==> config.mk <==
export PLATFORM = sky130hd
export DESIGN_NAME = cdma_rx_scheduler_flat
export DESIGN_NICKNAME = d
export VERILOG_FILES = /design/src/rtl/cdma_pkg.sv /design/src/rtl/cdma_rx_scheduler_if.sv /design/src/rtl/cdma_bit_fifo.sv /design/src/rtl/cdma_rx_scheduler.sv /design/src/flat_wrapper.sv
export SDC_FILE = /design/constraint.sdc
export NUM_CORES = 1
export LEC_CHECK = 0
export ABC_AREA = 1
export BUFFER_PORTS_ARGS = -buffer_cell sky130_fd_sc_hd__buf_2
export CORE_MARGIN = 4
export CORE_UTILIZATION = 50
export DETAILED_ROUTE_END_ITERATION = 10
export HOLD_SLACK_MARGIN = 0.06
export PLACE_DENSITY_LB_ADDON = 0.3
export SYNTH_ARGS = -nofsm -noshare
export SYNTH_HDL_FRONTEND = slang
export SYNTH_SLANG_ARGS = --single-unit
==> constraint.sdc <==
create_clock -name clk -period 2.85 [get_ports clk]
set_input_delay 0.285 -clock clk [delete_from_list [all_inputs] [get_ports clk]]
set_output_delay 0.285 -clock clk [all_outputs]
set_load 0.03 [all_outputs]
==> src/rtl/cdma_pkg.sv <==
// Shared definitions for the CDMA receive scheduler.
//   state_e     : scheduler FSM states
//   USER_W      : user-index width for the default user count
//   clog2_min1  : $clog2 that never returns 0, so 1-entry ranges keep a 1-bit field
package cdma_pkg;

  typedef enum logic [1:0] {
    ST_IDLE   = 2'd0,
    ST_CLEAR  = 2'd1,
    ST_ACCUM  = 2'd2,
    ST_DECIDE = 2'd3
  } state_e;

  localparam int NUM_USERS_DEF = 2;

  function automatic int clog2_min1(input int n);
    return (n > 1) ? $clog2(n) : 1;
  endfunction

  localparam int USER_W = clog2_min1(NUM_USERS_DEF);

endpackage

==> src/rtl/cdma_rx_scheduler_if.sv <==
// Decided-bit output stream, valid/ready.
//   bit_data  : decided bit (1 = positive correlation)
//   bit_user  : user index of bit_data
//   bit_valid : head entry present
//   bit_ready : consumer takes the head when valid & ready
// master = scheduler side, slave = consumer side.
interface cdma_rx_scheduler_if #(
  parameter int USER_W = cdma_pkg::USER_W
);
  logic              bit_data;
  logic [USER_W-1:0] bit_user;
  logic              bit_valid;
  logic              bit_ready;

  modport master (output bit_data, bit_user, bit_valid, input bit_ready);
  modport slave  (input bit_data, bit_user, bit_valid, output bit_ready);
endinterface

==> src/rtl/cdma_bit_fifo.sv <==
// Small synchronous FIFO for decided bits.
//   push_i/push_data_i/full_o : write side; a push while full is ignored
//                               unless a pop happens in the same cycle
//   pop_i/pop_data_o/empty_o  : read side; pop_data_o is the head, and while
//                               empty it holds the last entry popped
// Pointers carry one extra wrap bit to tell full from empty.
module cdma_bit_fifo #(
  parameter int WIDTH = 2,
  parameter int DEPTH = 4
) (
  input  logic             clk,
  input  logic             rst_n,
  input  logic             push_i,
  input  logic [WIDTH-1:0] push_data_i,
  output logic             full_o,
  input  logic             pop_i,
  output logic [WIDTH-1:0] pop_data_o,
  output logic             empty_o
);
  localparam int AW = cdma_pkg::clog2_min1(DEPTH);

  logic [WIDTH-1:0] mem_q [DEPTH];
  logic [AW:0]      wr_ptr_q, rd_ptr_q;
  logic [WIDTH-1:0] last_q;
  logic [WIDTH-1:0] head;
  logic             wr_en, rd_en;

  assign empty_o = (wr_ptr_q == rd_ptr_q);
  assign full_o  = (wr_ptr_q[AW] != rd_ptr_q[AW]) &&
                   (wr_ptr_q[AW-1:0] == rd_ptr_q[AW-1:0]);
  assign head    = mem_q[rd_ptr_q[AW-1:0]];
  // When full, the write slot is the head slot; a simultaneous pop reads the
  // old head before the edge, so both can be honoured.
  assign wr_en   = push_i & (~full_o | pop_i);
  assign rd_en   = pop_i & ~empty_o;

  assign pop_data_o = empty_o ? last_q : head;

  always_ff @(posedge clk) begin
    if (wr_en) mem_q[wr_ptr_q[AW-1:0]] <= push_data_i;
  end

  always_ff @(posedge clk or negedge rst_n) begin
    if (!rst_n) begin
      wr_ptr_q <= '0;
      rd_ptr_q <= '0;
      last_q   <= '0;
    end else begin
      if (wr_en) wr_ptr_q <= wr_ptr_q + 1'b1;
      if (rd_en) begin
        rd_ptr_q <= rd_ptr_q + 1'b1;
        last_q   <= head;
      end
    end
  end
endmodule

==> src/rtl/cdma_rx_scheduler.sv <==
// Sequences the per-user despreading correlators one bit window at a time:
// clear, accumulate for CHIPS_PER_BIT chip ticks, then decide each user in
// turn, tracking per-user lock and queueing {user, bit} for the consumer.
//   clk, rst_n   : clock, async active-low reset
//   enable       : run windows back to back while high; low aborts a window
//   chip_tick    : chip strobe, counted only while accumulating
//   corr_acc     : signed correlator sums, user u at [u*ACC_W +: ACC_W]
//   corr_clear   : one-cycle correlator clear
//   corr_en      : accumulate enable
//   bit_if       : decided-bit stream (master)
//   user_locked  : per-user lock flags
//   overflow     : sticky, a decided bit was dropped on a full queue
module cdma_rx_scheduler
  import cdma_pkg::*;
#(
  parameter int NUM_USERS     = 2,
  parameter int CHIPS_PER_BIT = 64,
  parameter int ACC_W         = 16,
  parameter int THRESH        = 16,
  parameter int LOCK_CNT      = 3,
  parameter int FIFO_DEPTH    = 4
) (
  input  logic                       clk,
  input  logic                       rst_n,
  input  logic                       enable,
  input  logic                       chip_tick,
  input  logic [NUM_USERS*ACC_W-1:0] corr_acc,
  output logic                       corr_clear,
  output logic                       corr_en,
  cdma_rx_scheduler_if.master        bit_if,
  output logic [NUM_USERS-1:0]       user_locked,
  output logic                       overflow
);
  localparam int UW = clog2_min1(NUM_USERS);
  localparam int CW = clog2_min1(CHIPS_PER_BIT);
  localparam int LW = $clog2(LOCK_CNT + 1);
  localparam logic [CW-1:0] LAST_CHIP = CW'(CHIPS_PER_BIT - 1);
  localparam logic [UW-1:0] LAST_USER = UW'(NUM_USERS - 1);
  localparam logic [LW-1:0] LOCK_MAX  = LW'(LOCK_CNT);

  state_e                          state_q;
  logic [CW-1:0]                   chip_cnt_q;
  logic [UW-1:0]                   usr_q;
  logic [NUM_USERS-1:0][LW-1:0]    lock_cnt_q;
  logic                            corr_clear_q, corr_en_q, overflow_q;
  logic [NUM_USERS-1:0]            user_locked_q;

  logic signed [ACC_W-1:0] acc_arr [NUM_USERS];
  logic signed [ACC_W-1:0] sum;
  logic [ACC_W-1:0]        mag;
  logic                    dec_ok, dec_bit;
  logic [LW-1:0]           lock_cur, lock_d;
  logic                    push, pop, fifo_full, fifo_empty;
  logic [UW:0]             fifo_dout;

  for (genvar u = 0; u < NUM_USERS; u++) begin : g_unpack
    assign acc_arr[u] = corr_acc[u*ACC_W +: ACC_W];
  end

  // Magnitude of the user under decision; the most-negative sum has no
  // positive twin, so it saturates to the largest positive value.
  always_comb begin
    sum = acc_arr[usr_q];
    if (sum == {1'b1, {(ACC_W-1){1'b0}}}) mag = {1'b0, {(ACC_W-1){1'b1}}};
    else if (sum[ACC_W-1])                mag = ACC_W'(-sum);
    else                                  mag = ACC_W'(sum);
  end

  assign dec_ok   = (mag >= ACC_W'(THRESH));
  assign dec_bit  = ~sum[ACC_W-1] & (|sum);
  assign lock_cur = lock_cnt_q[usr_q];
  assign lock_d   = !dec_ok ? '0 :
                    (lock_cur == LOCK_MAX) ? lock_cur : lock_cur + LW'(1);

  assign push = (state_q == ST_DECIDE) && dec_ok;
  assign pop  = ~fifo_empty & bit_if.bit_ready;

  cdma_bit_fifo #(.WIDTH(UW + 1), .DEPTH(FIFO_DEPTH)) u_fifo (
    .clk        (clk),
    .rst_n      (rst_n),
    .push_i     (push),
    .push_data_i({usr_q, dec_bit}),
    .full_o     (fifo_full),
    .pop_i      (pop),
    .pop_data_o (fifo_dout),
    .empty_o    (fifo_empty)
  );

  assign bit_if.bit_valid = ~fifo_empty;
  assign bit_if.bit_data  = fifo_dout[0];
  assign bit_if.bit_user  = fifo_dout[UW:1];

  assign corr_clear  = corr_clear_q;
  assign corr_en     = corr_en_q;
  assign user_locked = user_locked_q;
  assign overflow    = overflow_q;

  always_ff @(posedge clk or negedge rst_n) begin
    if (!rst_n) begin
      state_q       <= ST_IDLE;
      chip_cnt_q    <= '0;
      usr_q         <= '0;
      lock_cnt_q    <= '0;
      corr_clear_q  <= 1'b0;
      corr_en_q     <= 1'b0;
      user_locked_q <= '0;
      overflow_q    <= 1'b0;
    end else begin
      if (push && fifo_full && !pop) overflow_q <= 1'b1;
      case (state_q)
        ST_IDLE: begin
          if (enable) begin
            state_q      <= ST_CLEAR;
            corr_clear_q <= 1'b1;
          end
        end
        ST_CLEAR: begin
          corr_clear_q <= 1'b0;
          chip_cnt_q   <= '0;
          if (!enable) begin
            state_q <= ST_IDLE;
          end else begin
            state_q   <= ST_ACCUM;
            corr_en_q <= 1'b1;
          end
        end
        ST_ACCUM: begin
          // An abort wins over a tick landing in the same cycle.
          if (!enable) begin
            state_q   <= ST_IDLE;
            corr_en_q <= 1'b0;
          end else if (chip_tick) begin
            if (chip_cnt_q == LAST_CHIP) begin
              state_q   <= ST_DECIDE;
              corr_en_q <= 1'b0;
              usr_q     <= '0;
            end else begin
              chip_cnt_q <= chip_cnt_q + CW'(1);
            end
          end
        end
        ST_DECIDE: begin
          lock_cnt_q[usr_q]    <= lock_d;
          user_locked_q[usr_q] <= (lock_d == LOCK_MAX);
          if (usr_q == LAST_USER) begin
            if (enable) begin
              state_q      <= ST_CLEAR;
              corr_clear_q <= 1'b1;
            end else begin
              state_q <= ST_IDLE;
            end
          end else begin
            usr_q <= usr_q + UW'(1);
          end
        end
        default: state_q <= ST_IDLE;
      endcase
    end
  end
endmodule

==> src/flat_wrapper.sv <==
// flat-port wrapper written by rule: the top's interface ports become plain ports
module cdma_rx_scheduler_flat import cdma_pkg::*;
#(
  parameter int NUM_USERS     = 2,
  parameter int CHIPS_PER_BIT = 64,
  parameter int ACC_W         = 16,
  parameter int THRESH        = 16,
  parameter int LOCK_CNT      = 3,
  parameter int FIFO_DEPTH    = 4
)
  (clk, rst_n, enable, chip_tick, corr_acc, corr_clear, corr_en, user_locked, overflow, bit_if_bit_data, bit_if_bit_user, bit_if_bit_valid, bit_if_bit_ready);
  cdma_rx_scheduler_if bit_if_i ();
  input  logic clk;
  input  logic rst_n;
  input  logic enable;
  input  logic chip_tick;
  input  logic [NUM_USERS*ACC_W-1:0] corr_acc;
  output logic corr_clear;
  output logic corr_en;
  output logic [NUM_USERS-1:0] user_locked;
  output logic overflow;
  output wire logic [$bits(bit_if_i.bit_data)-1:0] bit_if_bit_data;
  output wire logic [$bits(bit_if_i.bit_user)-1:0] bit_if_bit_user;
  output wire logic [$bits(bit_if_i.bit_valid)-1:0] bit_if_bit_valid;
  input wire logic [$bits(bit_if_i.bit_ready)-1:0] bit_if_bit_ready;
  assign bit_if_bit_data = bit_if_i.bit_data;
  assign bit_if_bit_user = bit_if_i.bit_user;
  assign bit_if_bit_valid = bit_if_i.bit_valid;
  assign bit_if_i.bit_ready = bit_if_bit_ready;
  cdma_rx_scheduler #(.NUM_USERS(NUM_USERS), .CHIPS_PER_BIT(CHIPS_PER_BIT), .ACC_W(ACC_W), .THRESH(THRESH), .LOCK_CNT(LOCK_CNT), .FIFO_DEPTH(FIFO_DEPTH)) u_core (.clk(clk), .rst_n(rst_n), .enable(enable), .chip_tick(chip_tick), .corr_acc(corr_acc), .corr_clear(corr_clear), .corr_en(corr_en), .bit_if(bit_if_i), .user_locked(user_locked), .overflow(overflow));
endmodule
After elaboration in Yosys (flattened, before gate mapping):

Memory sizes are Yosys's and may differ from the RTL's.
Cells that the tools add are included.

* bitwise logic cells: 9
* order comparisons: 4
* eq/ne operators: 19
* shifts and indexed selects: 0
* multiplexer cells: 41
* reduce and logical (&&, ||, !) cells: 16
* $mul: 0
* add/sub/neg operators: 6
* div/mod/pow operators: 0

Operators by type and width (count)
* $mux W16: 5
* $mux W2: 12
* $mux W6: 3
* $eq A16 B16 Y1 const B: 1
* $ge A16 B5 Y1 const B: 1
* $neg A16 Y16: 1
* $reduce_and A4 Y1: 4
* $reduce_or A16 Y1: 1
* $mux W1: 12
* $pmux W6 S2: 1
* $ne A2 B2 Y1 const B: 5
* $eq A2 B2 Y1 const B: 4
* $pmux W2 S4: 1
* $add A3 B1 Y3 const B: 2
* $add A6 B1 Y6 const B: 1
* $eq A6 B6 Y1 const B: 1
* $logic_and A1 B1 Y1: 5
* $and A1 B1 Y1: 4
* $bwmux W4: 1
* $ne A2 B1 Y1 const B: 2
* $pmux W1 S2: 2
* $reduce_bool A2 Y1: 2
* $eq A3 B3 Y1: 1
* $ne A3 B2 Y1 const B: 1
* 20 further kinds: 22

* output and inout port bits: 8
* bits in writable memories: 8
* memory bits (read-only): 0
* word-level logic and storage cells: 108
* register bits after elaboration: 26
* bits in latches: 0
* memories: 1
* bits of input ports: 37

Memories
* u_core.u_fifo.mem_q: depth 4, width 2, read ports 1, clocked after memory_dff 0, wr ports 1, RTL line cdma_bit_fifo.sv:22 `logic [WIDTH-1:0] mem_q [DEPTH];`

Longest topological paths before layout:

* depth after elaboration: 12
* mapped depth: 18
* mapped depth without buffers: 18

Cells and area by module:

Synthesis repeated with hierarchy kept, for this count alone.

* cell total of the unflattened synthesis: 395
* area, all modules: 2685.1 um^2

By module, submodules not included
* cdma_rx_scheduler: instances 1, seq. area each 450.4 um^2, area an instance 1820.5 um^2, cells an instance 300
* cdma_bit_fifo: instances 1, seq. area each 440.4 um^2, area an instance 864.6 um^2, cells an instance 95

Worst setup path after synthesis:

No wires, ideal clock.

* path type: reg2reg
* start point: register u_core.usr_q
* end point: memory u_core.u_fifo.mem_q[0][0] (enable)
* stages on the path, launching flop included: 16
* path slack: 0.731 ns
* data arrival time: 1.811 ns
* path buffers: 1
* clock period less this slack: 2.119 ns
* data required time: 2.541 ns
* setup time: 0.309 ns
* cells stage by stage: dfrtp_1 > buf_6 > o21ai_2 > ha_1 > nand2_1 > nor2_2 > nand2_1 > nand2_2 > nand2_1 > nand2_1 > nand2_1 > nand2_1 > nor2_2 > nand3_2 > nand3_2 > nor2_1

* longest elaborated chain between the ends: 12
* elaborated cells between the ends (all ways): 13
* classes of those cells: add/sub (1); order compare (1); eq/ne (1); mux (7); bitwise (2); reduce/logical (1)

Ends and longest elaborated chain
* start, declared: RTL line cdma_rx_scheduler.sv:43 `logic [UW-1:0] usr_q;`
* start signal, assigned: RTL line cdma_rx_scheduler.sv:153 `usr_q <= usr_q + UW'(1);`
* $not A1 Y2 (implied by the code) *: RTL line cdma_rx_scheduler.sv:63 `sum = acc_arr[usr_q];`
* $mux W16 (implied by the code) * (3 in a row): RTL line cdma_rx_scheduler.sv:63
* $neg A16 Y16: RTL line cdma_rx_scheduler.sv:65 `else if (sum[ACC_W-1]) mag = ACC_W'(-sum);`
* $mux W16: RTL line cdma_rx_scheduler.sv:65
* $mux W16 *: RTL line cdma_rx_scheduler.sv:64 `if (sum == {1'b1, {(ACC_W-1){1'b0}}}) mag = {1'b0, {(ACC_W-1){1'b1}}};`
* $ge A16 B5 Y1 *: RTL line cdma_rx_scheduler.sv:69 `assign dec_ok = (mag >= ACC_W'(THRESH));`
* $logic_and A1 B1 Y1 *: RTL line cdma_rx_scheduler.sv:75 `assign push = (state_q == ST_DECIDE) && dec_ok;`
* $and A1 B1 Y1 *: RTL line cdma_bit_fifo.sv:34 `assign wr_en = push_i & (~full_o | pop_i);`
* $mux W1 *: RTL line cdma_bit_fifo.sv:40 `if (wr_en) mem_q[wr_ptr_q[AW-1:0]] <= push_data_i;`
* $mux W1 (implied by the code) *: RTL line cdma_bit_fifo.sv:40
* end, declared: RTL line cdma_bit_fifo.sv:22

Mark *: on every way between the ends. The rest lies on a longest branch, timed or not. The select of a mux whose other input is x is not followed.

Worst setup path after layout:

* start point: register u_core.usr_q
* end point: memory u_core.u_fifo.mem_q[2][0] (enable)

Same word-level chain as after synthesis.

==> impl_results.md <==
* Clock-pin slew on the worst setup and hold paths at 0.07 ns
* Worst Max-Slew Pin Slew at 0.5706 ns
* CP cell instances: buf_4, nand2_1, nand2_1, ha_1, nand2_1, nor2_2, nand2_1, nand2_2, nand2_1, nand2_1, nand2_1, nand2_1, nor2_2, nand3_2, nand3_2, nor2_1
* FP Rows at 25
* Register-to-register setup slack at 0.32 ns
* Port buffer count at 44
* Seq. cell area at 890.9 um^2
* Switch Pwr at 0.0008761 W
* YS warnings at 0
* Rel. slew slack at 0.6196
* Die H at 80.06 um
* Fmax at 394.9 MHz
* Number of antenna diodes at 0
* First-pass GRT wire length at 9059 um
* Pin count of the biggest net entering global routing at 27
* Worst Skew at 0.003904 ns
* Pwr/cell area at 731.0 nW/um^2
* DP Wirelength at 4153 um
* Share of layout cells above drive strength 1 at 0.1995
* Clk sinks at 34
* H-Tree Depth at 2
* Fill cell count at 481
* Setup TNS at 0 ns
* Post-synthesis sequential area ratio at 0.3431
* CTS Buf Count at 5
* Status: completed
* Grt ovf at 0
* DRC Markers at 0
* Finished Core Util at 0.6154
* Prevailing post-synth register cell: dfrtp_1
* Mapped Nets at 428
* Area of the multi-input gates at 1391 um^2
* Reg power frac at 0.329
* Leak at 1.622 nW
* Cell mode on critical path: nand2_1
* Full die area at 6410 um^2
* Synthesized area at 2596 um^2
* Post-Place Cells at 484
* Routed WL per cell at 10.59 um
* Non-filler instance count after layout at 493
* Max_cap viols at 0
* Critical path type: reg -> reg
* CP endpoint kind: flop
* Final hold violations at 0
* Crit start category: flop
* Final setup viols at 0
* Core area at 4880 um^2
* CTS tree: yes
* Initial antenna violation count at 0
* GPL Wtd Cong at 0.8644
* Pins Over Slew Limit at 0
* Sw frac at 0.3991
* Initial Util at 0.5321
* Total global-route track usage at 0.1760
* Async SR Flop Fraction at 0.7647
* Vias at 2,369
* # IOs at 45
* RSZ-0062 raised after global routing: no
* Maximum vdd drop at 0.6289 mV
* Crit path max-delay family: simple AND/OR/NAND/NOR gates
* Crit path buffers/inverters at 1
* Antenna viol nets, final at 0
* CP arrival at 2.52 ns
* Share of the cycle needed by the critical path after routing at 0.8886
* Die width at 80.06 um
* Routed wire length at 5220 um
* Crit path max fanout at 18
* Worst Hold Class: in -> reg
* Clock root cell: clkbuf_8
* Vias in the first global route at 2,223
* Yosys reg bits at 34
* CTS max path bufs at 2
* Slowest-stage cell, CP: dfrtp_1
* Vias/cell at 4.805
* Crit path time final at 2.533 ns
* Post-synth EDFFs at 8
* Max incr delay on CP at 0.39 ns
* P&R area growth vs syn at 15.66%
* Pint at 0.001319 W
* Logic pwr share at 0.420
* Worst-skew pair later-pin latency at 0.29 ns
* Critical path required time at 2.84 ns
* Post-Synthesis Cells at 378
* Clk pwr share at 0.251
* Count of cell types in the netlist at 35
* Synth Area per Inst at 6.868 um^2
* Layout Nets at 475
* Drt pass-1 iters at 4
* DRT iter0 DRCs at 81
[sequential cells by signal, summed over array words and instances (netlist names), 2 cells and up]
name and cells:
u_core.u_fifo.mem_q 8, u_core.chip_cnt_q 6, u_core.lock_cnt_q 4, u_core.u_fifo.rd_ptr_q 3
u_core.u_fifo.wr_ptr_q 3, u_core.state_q 2, u_core.u_fifo.last_q 2, u_core.user_locked 2
[final timing paths]
path                                   from                   endpoint  depth (start not counted)
setup reg to reg               u_core.usr_q  u_core.u_fifo.mem_q[2][0]                         16
hold reg to reg              u_core.corr_en             u_core.corr_en                          2
hold / removal             bit_if_bit_ready  u_core.u_fifo.rd_ptr_q[0]                          3
setup / recovery               u_core.usr_q  u_core.u_fifo.mem_q[2][0]                         16
max in group asynchronous             rst_n       u_core.chip_cnt_q[5]                          2
min in group asynchronous             rst_n          u_core.corr_clear                          2
[final cells by class]
cell class                 instances  share of cell area
clock inverter                     2             0.02000
multi-input combinational        272              0.4633
tap                               67             0.02792
inverter                          64             0.08042
clock buffer                       6             0.02750
timing repair buffer              48             0.08417
sequential                        34              0.2967
[cells in the final DEF (no fill, tap or decap), types with 3 or more instances in the layout]
cell type,instances
a21oi_1,4
o21ai_0,18
nand2_2,13
buf_2,44
nand3_1,27
edfxtp_1,8
clkbuf_8,6
nand4_1,3
ha_1,13
o21ai_1,3
nor2_1,29
buf_4,3
dfrtp_1,26
o21ai_2,3
nor2_2,6
xnor2_1,4
nand3_2,3
xor2_1,3
nand2_1,122
nor3_1,6
inv_1,62
[metrics by stage]
| step | setup WS [ns] | area (um^2) | hold slack (ns) | power, W |
|---|---|---|---|---|
| 2_1_floorplan | 0.7305 | 2596 | -0.01059 | 0.001413 |
| 3_3_place_gp | 0.4165 | 2849 | 0.3215 | 0.001629 |
| 6_report | 0.3174 | 3003 | 0.3083 | 0.002195 |
| 4_1_cts | 0.2774 | 3002 | 0.2958 | 0.002218 |
| 3_5_place_dp | 0.2878 | 2849 | 0.3250 | 0.001657 |
| 5_1_grt | 0.01383 | 3003 | 0.3197 | 0.002392 |
[power groups by stage]
stage | combinational (W) | clock [W] | sequential [W]
floorplan | 0.000645 | 0 | 0.000768
global placement | 0.000897 | 0 | 0.000732
detailed placement | 0.000921 | 0 | 0.000736
CTS | 0.000930 | 0.000563 | 0.000725
global route | 0.00106 | 0.000587 | 0.000746
finish | 0.000922 | 0.000550 | 0.000723
[synth_stat cells (3+ instances only)]
cell / number / share of area
xnor2_1: 4 / 0.013
o21ai_1: 3 / 0.0058
nand3_2: 3 / 0.012
nor2_1: 29 / 0.042
nand3_1: 27 / 0.052
ha_1: 13 / 0.063
o21ai_2: 3 / 0.010
nor3_1: 6 / 0.012
o21ai_0: 18 / 0.035
a21oi_1: 4 / 0.0077
nand2_1: 122 / 0.18
nand2_2: 13 / 0.031
nor2_2: 6 / 0.014
edfxtp_1: 8 / 0.093
xor2_1: 3 / 0.010
dfrtp_1: 26 / 0.25
buf_6: 5 / 0.022
inv_1: 62 / 0.090
nand4_1: 3 / 0.0072
[logic make-up (layout without fill, tap and decap cells)]
group / after synthesis / in the layout / share of synthesized area
xor gates and xnor gates: 7 / 7 / 0.02361
AOI/OAI and AO/OA: 38 / 38 / 0.08820
buffers and inverters: 72 / 120 / 0.1210
and+or+nand+nor: 214 / 214 / 0.3615
DFF: 34 / 34 / 0.3431
adders and majority gates: 13 / 13 / 0.06265
[routing by layer]
layer	GRT usage	vias to the layer above	part of all wire
li1	-	1277	-
met3	0.03587	8	0.037
met2	0.2897	44	0.47
met5	0	-	0
met4	0.05574	0	0.011
met1	0.2309	1040	0.48
[timing repair]
item                                    in CTS  in global routing
hold endpoints to repair                    26                  0
buffers inserted                             0                  0
resized for setup                            0                  1
hold buffers                                 1                  0
endpoints found under the setup margin       0                  8
[worst reg2reg max path: stages, from the launching register on]
cell and delay (ns):
dfrtp_1 0.39, buf_4 0.26, nand2_1 0.09, nand2_1 0.11
ha_1 0.17, nand2_1 0.06, nor2_2 0.15, nand2_1 0.10
nand2_2 0.08, nand2_1 0.06, nand2_1 0.05, nand2_1 0.05
nand2_1 0.06, nor2_2 0.04, nand3_2 0.16, nand3_2 0.18
nor2_1 0.21
(Power assumes the default switching activity.)
